`config.mk`:
```
export PLATFORM = sky130hd
export DESIGN_NAME = rv64_issue_stage
export DESIGN_NICKNAME = d
export VERILOG_FILES = /design/src/rtl/rv64_isa_pkg.sv /design/src/rtl/rv64_imm_gen.sv /design/src/rtl/rv64_issue_stage.sv
export SDC_FILE = /design/constraint.sdc
export NUM_CORES = 1
export LEC_CHECK = 0
export ABC_CLOCK_PERIOD_IN_PS = 4500
export CAP_MARGIN = 0
export CELL_PAD_IN_SITES_DETAIL_PLACEMENT = 1
export CELL_PAD_IN_SITES_GLOBAL_PLACEMENT = 1
export CORE_MARGIN = 10
export CORE_UTILIZATION = 36
export CTS_BUF_LIST = sky130_fd_sc_hd__clkbuf_8
export DETAILED_ROUTE_END_ITERATION = 16
export PLACE_DENSITY = 0.79
export SYNTH_ARGS = -nofsm -noshare
export SYNTH_HDL_FRONTEND = slang
export SYNTH_SLANG_ARGS = --single-unit
```
`constraint.sdc`:
```
create_clock -name i_clk -period 4.5 [get_ports i_clk]
set_input_delay 0.675 -clock i_clk [delete_from_list [all_inputs] [get_ports i_clk]]
set_output_delay 0.675 -clock i_clk [all_outputs]
set_load 0.005 [all_outputs]
```
`src/rtl/rv64_isa_pkg.sv`:
```
// Shared RV64I opcode constants, issue-stage FSM encoding and per-opcode
// register-usage helpers for the decode/issue slice.
package rv64_isa_pkg;

  localparam int XLEN = 64;

  localparam logic [6:0] OPC_LOAD      = 7'b0000011;
  localparam logic [6:0] OPC_FENCE     = 7'b0001111;
  localparam logic [6:0] OPC_OP_IMM    = 7'b0010011;
  localparam logic [6:0] OPC_AUIPC     = 7'b0010111;
  localparam logic [6:0] OPC_OP_IMM_32 = 7'b0011011;
  localparam logic [6:0] OPC_STORE     = 7'b0100011;
  localparam logic [6:0] OPC_OP        = 7'b0110011;
  localparam logic [6:0] OPC_LUI       = 7'b0110111;
  localparam logic [6:0] OPC_OP_32     = 7'b0111011;
  localparam logic [6:0] OPC_BRANCH    = 7'b1100011;
  localparam logic [6:0] OPC_JALR      = 7'b1100111;
  localparam logic [6:0] OPC_JAL       = 7'b1101111;
  localparam logic [6:0] OPC_SYSTEM    = 7'b1110011;

  typedef enum logic [1:0] {
    ST_IDLE    = 2'd0,
    ST_DECODE  = 2'd1,
    ST_OPERAND = 2'd2,
    ST_ISSUE   = 2'd3
  } iss_state_e;

  function automatic logic uses_rs1(input logic [6:0] opc);
    case (opc)
      OPC_LOAD, OPC_OP_IMM, OPC_OP_IMM_32, OPC_STORE,
      OPC_OP, OPC_OP_32, OPC_BRANCH, OPC_JALR: return 1'b1;
      default: return 1'b0;
    endcase
  endfunction

  function automatic logic uses_rs2(input logic [6:0] opc);
    case (opc)
      OPC_STORE, OPC_OP, OPC_OP_32, OPC_BRANCH: return 1'b1;
      default: return 1'b0;
    endcase
  endfunction

  function automatic logic writes_rd(input logic [6:0] opc);
    case (opc)
      OPC_LOAD, OPC_OP_IMM, OPC_OP_IMM_32, OPC_OP, OPC_OP_32,
      OPC_JALR, OPC_JAL, OPC_LUI, OPC_AUIPC: return 1'b1;
      default: return 1'b0;
    endcase
  endfunction

endpackage

```
`src/rtl/rv64_imm_gen.sv`:
```
// Combinational RV64I immediate generator: sign-extends the I/S/B/U/J field
// selected by the opcode and flags opcodes outside the recognised set.
import rv64_isa_pkg::*;

module rv64_imm_gen (
  input  logic [31:0]     inst,
  output logic [XLEN-1:0] imm,
  output logic            illegal
);

  logic s;
  assign s = inst[31];

  always_comb begin
    imm     = '0;
    illegal = 1'b0;
    case (inst[6:0])
      OPC_LOAD, OPC_OP_IMM, OPC_OP_IMM_32, OPC_JALR, OPC_SYSTEM, OPC_FENCE:
        imm = {{52{s}}, inst[31:20]};
      OPC_STORE:
        imm = {{52{s}}, inst[31:25], inst[11:7]};
      OPC_BRANCH:
        imm = {{51{s}}, inst[31], inst[7], inst[30:25], inst[11:8], 1'b0};
      OPC_LUI, OPC_AUIPC:
        imm = {{32{s}}, inst[31:12], 12'b0};
      OPC_JAL:
        imm = {{43{s}}, inst[31], inst[19:12], inst[20], inst[30:21], 1'b0};
      OPC_OP, OPC_OP_32:
        imm = '0;
      default:
        illegal = 1'b1;
    endcase
  end

endmodule

```
`src/rtl/rv64_issue_stage.sv`:
```
// RV64I decode/issue stage: accepts one instruction, interlocks RAW hazards on a
// 32-entry pending-write scoreboard, reads the register file and issues to execute.
import rv64_isa_pkg::*;

module rv64_issue_stage (
  input  logic            i_clk,
  input  logic            i_rst_n,
  input  logic            i_inst_valid,
  output logic            o_inst_ready,
  input  logic [31:0]     i_inst,
  input  logic [XLEN-1:0] i_pc,
  output logic            o_read0,
  output logic            o_read1,
  output logic [4:0]      o_read_addr0,
  output logic [4:0]      o_read_addr1,
  input  logic [XLEN-1:0] i_read_data0,
  input  logic [XLEN-1:0] i_read_data1,
  input  logic            i_wb_valid,
  input  logic [4:0]      i_wb_addr,
  output logic            o_iss_valid,
  input  logic            i_iss_ready,
  output logic [XLEN-1:0] o_iss_pc,
  output logic [6:0]      o_iss_opcode,
  output logic [2:0]      o_iss_funct3,
  output logic [6:0]      o_iss_funct7,
  output logic [4:0]      o_iss_rd,
  output logic [XLEN-1:0] o_iss_imm,
  output logic [XLEN-1:0] o_iss_rs1_data,
  output logic [XLEN-1:0] o_iss_rs2_data,
  output logic            o_iss_illegal
);

  iss_state_e      state;
  logic [31:0]     inst_q;
  logic [XLEN-1:0] pc_q;
  logic [31:0]     sb;
  logic [31:0]     sb_set;
  logic [31:0]     sb_clr;

  logic [6:0]      opc;
  logic [4:0]      rs1, rs2, rd;
  logic            use1, use2, wr_rd;
  logic            haz1, haz2, leave_decode;
  logic            inst_hs;
  logic [XLEN-1:0] imm_d;
  logic            illegal_d;

  assign opc   = inst_q[6:0];
  assign rd    = inst_q[11:7];
  assign rs1   = inst_q[19:15];
  assign rs2   = inst_q[24:20];
  assign use1  = uses_rs1(opc);
  assign use2  = uses_rs2(opc);
  assign wr_rd = writes_rd(opc);

  rv64_imm_gen u_imm_gen (
    .inst    (inst_q),
    .imm     (imm_d),
    .illegal (illegal_d)
  );

  // A writeback landing this cycle is forwarded by the register file, so it releases the stall.
  assign haz1 = use1 && (rs1 != 5'd0) && sb[rs1] && !(i_wb_valid && (i_wb_addr == rs1));
  assign haz2 = use2 && (rs2 != 5'd0) && sb[rs2] && !(i_wb_valid && (i_wb_addr == rs2));
  assign leave_decode = (state == ST_DECODE) && !haz1 && !haz2;

  assign o_read0      = leave_decode && use1;
  assign o_read1      = leave_decode && use2;
  assign o_read_addr0 = (state == ST_DECODE) ? rs1 : 5'd0;
  assign o_read_addr1 = (state == ST_DECODE) ? rs2 : 5'd0;

  assign o_inst_ready = (state == ST_IDLE) || ((state == ST_ISSUE) && i_iss_ready);
  assign inst_hs      = i_inst_valid && o_inst_ready;

  assign sb_set = (leave_decode && wr_rd && (rd != 5'd0)) ? (32'd1 << rd) : 32'd0;
  assign sb_clr = i_wb_valid ? (32'd1 << i_wb_addr) : 32'd0;

  always_ff @(posedge i_clk) begin
    if (inst_hs) begin
      inst_q <= i_inst;
      pc_q   <= i_pc;
    end
  end

  always_ff @(posedge i_clk or negedge i_rst_n) begin
    if (!i_rst_n) begin
      state          <= ST_IDLE;
      sb             <= '0;
      o_iss_valid    <= 1'b0;
      o_iss_pc       <= '0;
      o_iss_opcode   <= '0;
      o_iss_funct3   <= '0;
      o_iss_funct7   <= '0;
      o_iss_rd       <= '0;
      o_iss_imm      <= '0;
      o_iss_rs1_data <= '0;
      o_iss_rs2_data <= '0;
      o_iss_illegal  <= 1'b0;
    end else begin
      sb <= ((sb & ~sb_clr) | sb_set) & ~32'd1;
      case (state)
        ST_IDLE:
          if (inst_hs) state <= ST_DECODE;
        ST_DECODE:
          if (leave_decode) state <= ST_OPERAND;
        // Read data returned for the request made in DECODE is captured here.
        ST_OPERAND: begin
          o_iss_pc       <= pc_q;
          o_iss_opcode   <= opc;
          o_iss_funct3   <= inst_q[14:12];
          o_iss_funct7   <= inst_q[31:25];
          o_iss_rd       <= rd;
          o_iss_imm      <= imm_d;
          o_iss_rs1_data <= use1 ? i_read_data0 : '0;
          o_iss_rs2_data <= use2 ? i_read_data1 : '0;
          o_iss_illegal  <= illegal_d;
          o_iss_valid    <= 1'b1;
          state          <= ST_ISSUE;
        end
        ST_ISSUE:
          if (i_iss_ready) begin
            o_iss_valid <= 1'b0;
            state       <= inst_hs ? ST_DECODE : ST_IDLE;
          end
        default:
          state <= ST_IDLE;
      endcase
    end
  end

endmodule

```
=== Word level (Yosys, flattened, before mapping) ===
Index checks and enable logic that the tools add are counted.

* Word-level logic and storage cells: 98
* Register bits: 409

* Eq/ne operators: 21
* Multiplexer cells: 22
* Reductions and logical operators: 34
* Shift-type cells: 2
* Bitwise operators: 3
* Order comparisons: 2

{| class="wikitable"
|+ Operators by type and width
! cell !! count
|-
| $pmux 64 s5 || 1
|-
| $mux 64 || 2
|-
| $mux 32 || 2
|-
| $shl 1x5->32 const A || 2
|-
| $and 32x32->32 || 1
|-
| $not 32->32 || 1
|-
| $or 32x32->32 || 1
|-
| $eq 7x6->1 const B || 4
|-
| $eq 7x7->1 const B || 4
|-
| $eq 7x5->1 const B || 3
|-
| $logic_and 1x1->1 || 16
|-
| $reduce_bool 5->1 || 3
|-
| $reduce_or 13->1 || 1
|-
| $lt 5x6->1 const B || 2
|-
| $bmux 1 s5 || 2
|-
| $eq 5x5->1 || 2
|-
| $mux 5 || 2
|-
| $reduce_or 9->1 || 1
|-
| $mux 1 || 8
|-
| $pmux 2 s4 || 1
|-
| $reduce_or 8->1 || 1
|-
| $eq 7x2->1 const B || 1
|-
| $eq 7x4->1 const B || 1
|-
| $mux 2 || 3
|-
| 13 further kinds || 19
|}

=== Logic depth before layout (Yosys ltp) ===
* Word-level depth: 13
* Gate-level depth with buffers: 10

=== Cells and area by module ===
A second synthesis with hierarchy kept.

* Cells, all modules: 1376
* Area total of the unflattened synthesis: 16921.2 µm²

{| class="wikitable"
|+ By module, submodules not included
! module !! instances !! area an instance (µm²) !! cells an instance
|-
| rv64_issue_stage || 1 || 16040.4 || 1248
|-
| rv64_imm_gen || 1 || 880.8 || 128
|}

=== Worst setup path after synthesis ===
No wires, ideal clock.

* Path kind: input port to flip-flop
* From: input port i_iss_ready
* To: register state[0]
* Path buffers: 0
* Slack: 0.901 ns
* Stages: 4
* Data required time: 4.421 ns
* Setup time: 0.079 ns
* Data arrival time: 3.519 ns
* Cell sequence: a21o_1 and2_1 a211o_1 a2bb2oi_1

* Longest elaborated chain between the ends: 6
* Elaborated cells on any way between the ends: 9

{| class="wikitable"
|+ Ends and longest elaborated chain
! item !! line !! text
|-
| start: declaration || rv64_issue_stage.sv:21 || <nowiki>input logic i_iss_ready,</nowiki>
|-
| $logic_and 1x1->1 (*) || rv64_issue_stage.sv:72 || <nowiki>assign o_inst_ready = (state == ST_IDLE) || ((state == ST_ISSUE) && i_iss_ready);</nowiki>
|-
| $logic_or 1x1->1 (*) || rv64_issue_stage.sv:72 ||
|-
| $logic_and 1x1->1 (*) || rv64_issue_stage.sv:73 || <nowiki>assign inst_hs = i_inst_valid && o_inst_ready;</nowiki>
|-
| net inst_hs || rv64_issue_stage.sv:44 || <nowiki>logic inst_hs;</nowiki>
|-
| $mux 1 || rv64_issue_stage.sv:123 || <nowiki>state <= inst_hs ? ST_DECODE : ST_IDLE;</nowiki>
|-
| $mux 2 || rv64_issue_stage.sv:121 || <nowiki>if (i_iss_ready) begin</nowiki>
|-
| $pmux 2 s4 || rv64_issue_stage.sv:101 || <nowiki>case (state)</nowiki>
|-
| end signal: assignment || rv64_issue_stage.sv:123 ||
|-
| end: declaration || rv64_issue_stage.sv:33 || <nowiki>iss_state_e state;</nowiki>
|}

The timed path passes the listed nets; every way through them passes the cells marked *. The select of a mux whose other input is x is not followed.
A chain may end at the register's enable or synchronous reset.

=== Worst setup path in the final report ===
* From: register inst_q[20]
* To: output port o_read1

* Longest elaborated chain between the ends: 7
* Elaborated cells on any way between the ends: 12

{| class="wikitable"
|+ Ends and longest elaborated chain
! item !! line !! text
|-
| start: declaration || rv64_issue_stage.sv:34 || <nowiki>logic [31:0] inst_q;</nowiki>
|-
| start signal: assignment || rv64_issue_stage.sv:80 || <nowiki>inst_q <= i_inst;</nowiki>
|-
| $bmux 1 s5, or another cell as far along || rv64_issue_stage.sv:64 || <nowiki>assign haz2 = use2 && (rs2 != 5'd0) && sb[rs2] && !(i_wb_valid && (i_wb_addr == rs2));</nowiki>
|-
| $mux 1 (implied by the code) or $logic_and 1x1->1 (tied branches) || rv64_issue_stage.sv:64 ||
|-
| $logic_and 1x1->1 or $logic_not 1->1 (tied branches) || rv64_issue_stage.sv:64 ||
|-
| $logic_and 1x1->1 (*) || rv64_issue_stage.sv:64 ||
|-
| $logic_not 1->1 (*) || rv64_issue_stage.sv:65 || <nowiki>assign leave_decode = (state == ST_DECODE) && !haz1 && !haz2;</nowiki>
|-
| $logic_and 1x1->1 (*) || rv64_issue_stage.sv:65 ||
|-
| $logic_and 1x1->1 (*) || rv64_issue_stage.sv:68 || <nowiki>assign o_read1 = leave_decode && use2;</nowiki>
|-
| end: declaration || rv64_issue_stage.sv:13 || <nowiki>output logic o_read1,</nowiki>
|}

Every way passes the cells marked *; elsewhere a longest branch is shown, timed or not. The select of a mux whose other input is x is not followed.

==> out/results.ini <==
[status]
status=finished clean

[sta]
period_needed_ps=4207
finalHoldViolCount=0
tightest_slew_ps=1056
max_freq_mhz=237.7
fin_worst_skew_ps=36.58
drv_slew=0
grt_setup_unrepaired=false
postLayoutSetupSlackWorst_ps=292.9
setup_viol=0
whs_ps=162.8
finalCritPeriodShare_pct=93.49
slew_headroom_pct=28.93
fin_setup_tns_ps=0

[critical_path]
crit_type=reg -> out
rr_startpoint=inst_q[20]$_DFFE_PP_
crit_chain=buf_4, mux4_2, mux2i_1, nand2_1, a32o_1, a22oi_2, nand2_2, nor2_1, clkdlybuf4s50_1
path_delay_family=buffers and inverters
r2r_cells=9
endpoint_kind=output port
max_stage_delay_ps=530
crit_buf_inv=2
cp.arrival_ps=3530
r2r_end=sb[24]$_DFF_PN0_
cp_slowest_cell=mux4_2
ff2ff_setup_slack_ps=1580
crit_required_ps=3830
cp-start-kind=flip-flop
path_max_fanout=12

[floorplanning]
rows=75
die_area_um2=51490
die_y_um=226.9
core-area_um2=42130
dieWidth_um=226.9
io_pins=527
start_util_pct=36.58

[detailed_routing]
wl_um=59920
detail-route-antenna-nets=0
routedWlPerCell_um=24.88
drt_iter0_drc=706
firstDrtPassIters=5
viasPerCell=5.061
vias=12190
route.detailed.drc=0

[cts]
clock_sinks=377
cts_tree=yes
htreeDepth=3
cts-buffers-inserted=68
worstSkewPairLatency_ps=610
cts_root_buffer=clkbuf_8
clkSlewWorstSetupHoldPaths_ps=60
clock_path_buffers=3

[run]
cap_viol_max_count=0

[hold_path]
min_path_type=in -> async

[layout]
drive_gt1_share_pct=11.68
area_growth_pct=45.27
nets=2055
final_util_pct=53.14

[global_route]
grt_use_total_pct=22.57
antenna_found_initial=11
overflow=0
grt_max_degree=129
grt_pass1_wl_um=87370
grt_pass1_vias=13340

[power_and_ir_drop]
p_per_area_nw_per_um2=584.2
leakage_nw=8.968
ir_worst_vdd_uv=413.8

[synthesis]
synth_enable_flop_cells=96
synth_seq_cells=377
yosysMostFrequentCell=dfrtp_1
syn-num-nets=1552
yosysTopAreaCell=dfrtp_1
synth-main-ff-cell=dfrtp_1
yosys_warnings=0
synth_area_um2=15410
seq_area_frac_synth_pct=64.33
async_reset_ff_share_pct=74.54
synth_cells=1313
synth_area_leaders=dfrtp_1 (46%), edfxtp_1 (19%), mux2_2 (6.1%), o22ai_1 (5.6%), nand2_1 (3.9%)
ys_types=55
yosys-top-cells-count=dfrtp_1 (281), nand2_1 (161), inv_1 (151)
syn_avg_cell_area_um2=11.74
synth_top_area_share_pct=45.62

[placed_design]
gp_congestion=0.9209
dp.final_hpwl_um=43040
dp_worst_setup_slack_ps=587.0
numPortBuffers=526

[worst max-delay path by stage]
| stage | from | endpoint | depth (start not counted) |
|---|---|---|---|
| 3_5_place_dp | i_wb_addr[0] | o_read1 | 9 |
| 3_3_place_gp | i_wb_addr[0] | o_read1 | 9 |
| 2_1_floorplan | i_iss_ready | state[0]$_DFFE_PN0P_ | 4 |
| 5_1_grt | inst_q[20]$_DFFE_PP_ | o_read1 | 9 |
| 6_report | inst_q[20]$_DFFE_PP_ | o_read1 | 9 |
| 4_1_cts | inst_q[22]$_DFFE_PP_ | o_read0 | 8 |
[area by class of cell]
| cell class | count | area (µm²) |
|---|---|---|
| inverters | 151 | 566.8 |
| multi-input cells | 673 | 4414 |
| clock inverters | 44 | 266.5 |
| fillers | 4371 | 19750 |
| flip-flops and latches | 377 | 9915 |
| well taps | 539 | 674.4 |
| clock buffers | 77 | 1060 |
| diodes | 2 | 5.005 |
| repair buffers | 545 | 5488 |
[routing by layer]
| layer | GRT usage (%) | routed length [µm] |
|---|---|---|
| met4 | 8.180 | 1436 |
| met5 | 0 | 116 |
| met1 | 24.30 | 21920 |
| met2 | 38.85 | 30170 |
| met3 | 9.716 | 6272 |
[per-stage QoR]
stage | area, µm² | total power [mW] | cells
CTS | 22360 | 13.28 | 2403
floorplan | 15410 | 7.121 | 1313
finish | 22390 | 13.08 | 2408
global placement | 21030 | 9.689 | 2282
detailed placement | 21030 | 9.926 | 2282
global route | 22390 | 13.85 | 2408
[layout by cell type, fill, tap and decap left out, types with 4 or more instances in the layout]
cell type / netlist / final
a21oi_1: 33 / 33
a22oi_1: 5 / 5
a31oi_1: 11 / 11
and2_1: 12 / 11
buf_12: 0 / 6
buf_4: 33 / 13
clkbuf_8: 0 / 77
clkdlybuf4s50_1: 0 / 525
clkinv_1: 0 / 5
dfrtp_1: 281 / 281
edfxtp_1: 96 / 96
ha_1: 5 / 4
inv_1: 151 / 181
mux2_2: 83 / 83
mux2i_1: 17 / 17
mux4_2: 8 / 8
nand2_1: 161 / 160
nand2b_1: 9 / 9
nand3_1: 4 / 4
nand4_2: 4 / 4
nand4b_2: 4 / 4
nor2_1: 43 / 43
nor2b_1: 7 / 7
nor4_1: 6 / 6
o21ai_0: 50 / 48
o21ai_1: 25 / 25
o22ai_1: 139 / 139
or2_2: 5 / 5
xor2_1: 8 / 8
[cells by family (layout without fill, tap and decap cells)]
kind of cell	count (synthesis)	count (layout)	synth area share, %
flip-flops	377	377	64.33
AO/OA/AOI/OAI	286	286	11.16
AND/OR/NAND/NOR	264	264	7.875
buffers and inverters	263	817	7.323
multiplexers	108	108	8.337
XOR/XNOR	10	10	0.5683
adder cells (fa/ha/maj)	5	5	0.4059
other	0	2	0
[registers in the layout (all words and copies together) (netlist names)]
signal,count
o_iss_rs2_data,64
o_iss_illegal,1
pc_q,64
o_iss_valid,1
o_iss_funct7,7
state,2
o_iss_funct3,3
sb,31
o_iss_imm,32
o_iss_rs1_data,64
inst_q,32
o_iss_rd,5
o_iss_pc,64
o_iss_opcode,7
[repair_timing]
item / CTS / global route
resized for setup: 0 / 1
hold endpoints to repair: 0 / 0
setup endpoints to repair: 0 / 2
hold buffers: 0 / 0
buffers inserted: 0 / 3
[where the power goes]
part,internal (mW),switching (mW)
combinational,2.50,2.28
clock,1.74,1.46
sequential,4.50,0.604
[worst reg2reg max path, cell delays in order (launching register included)]
cell      delay [ps]
edfxtp_1         480
buf_4            290
mux4_2           530
mux2i_1          160
nand2_1           90
a32o_1           280
a22oi_2          280
buf_4            280
nand4b_2         230
o21ai_1          230
No activity file was read; power rests on OpenSTA's default activity.
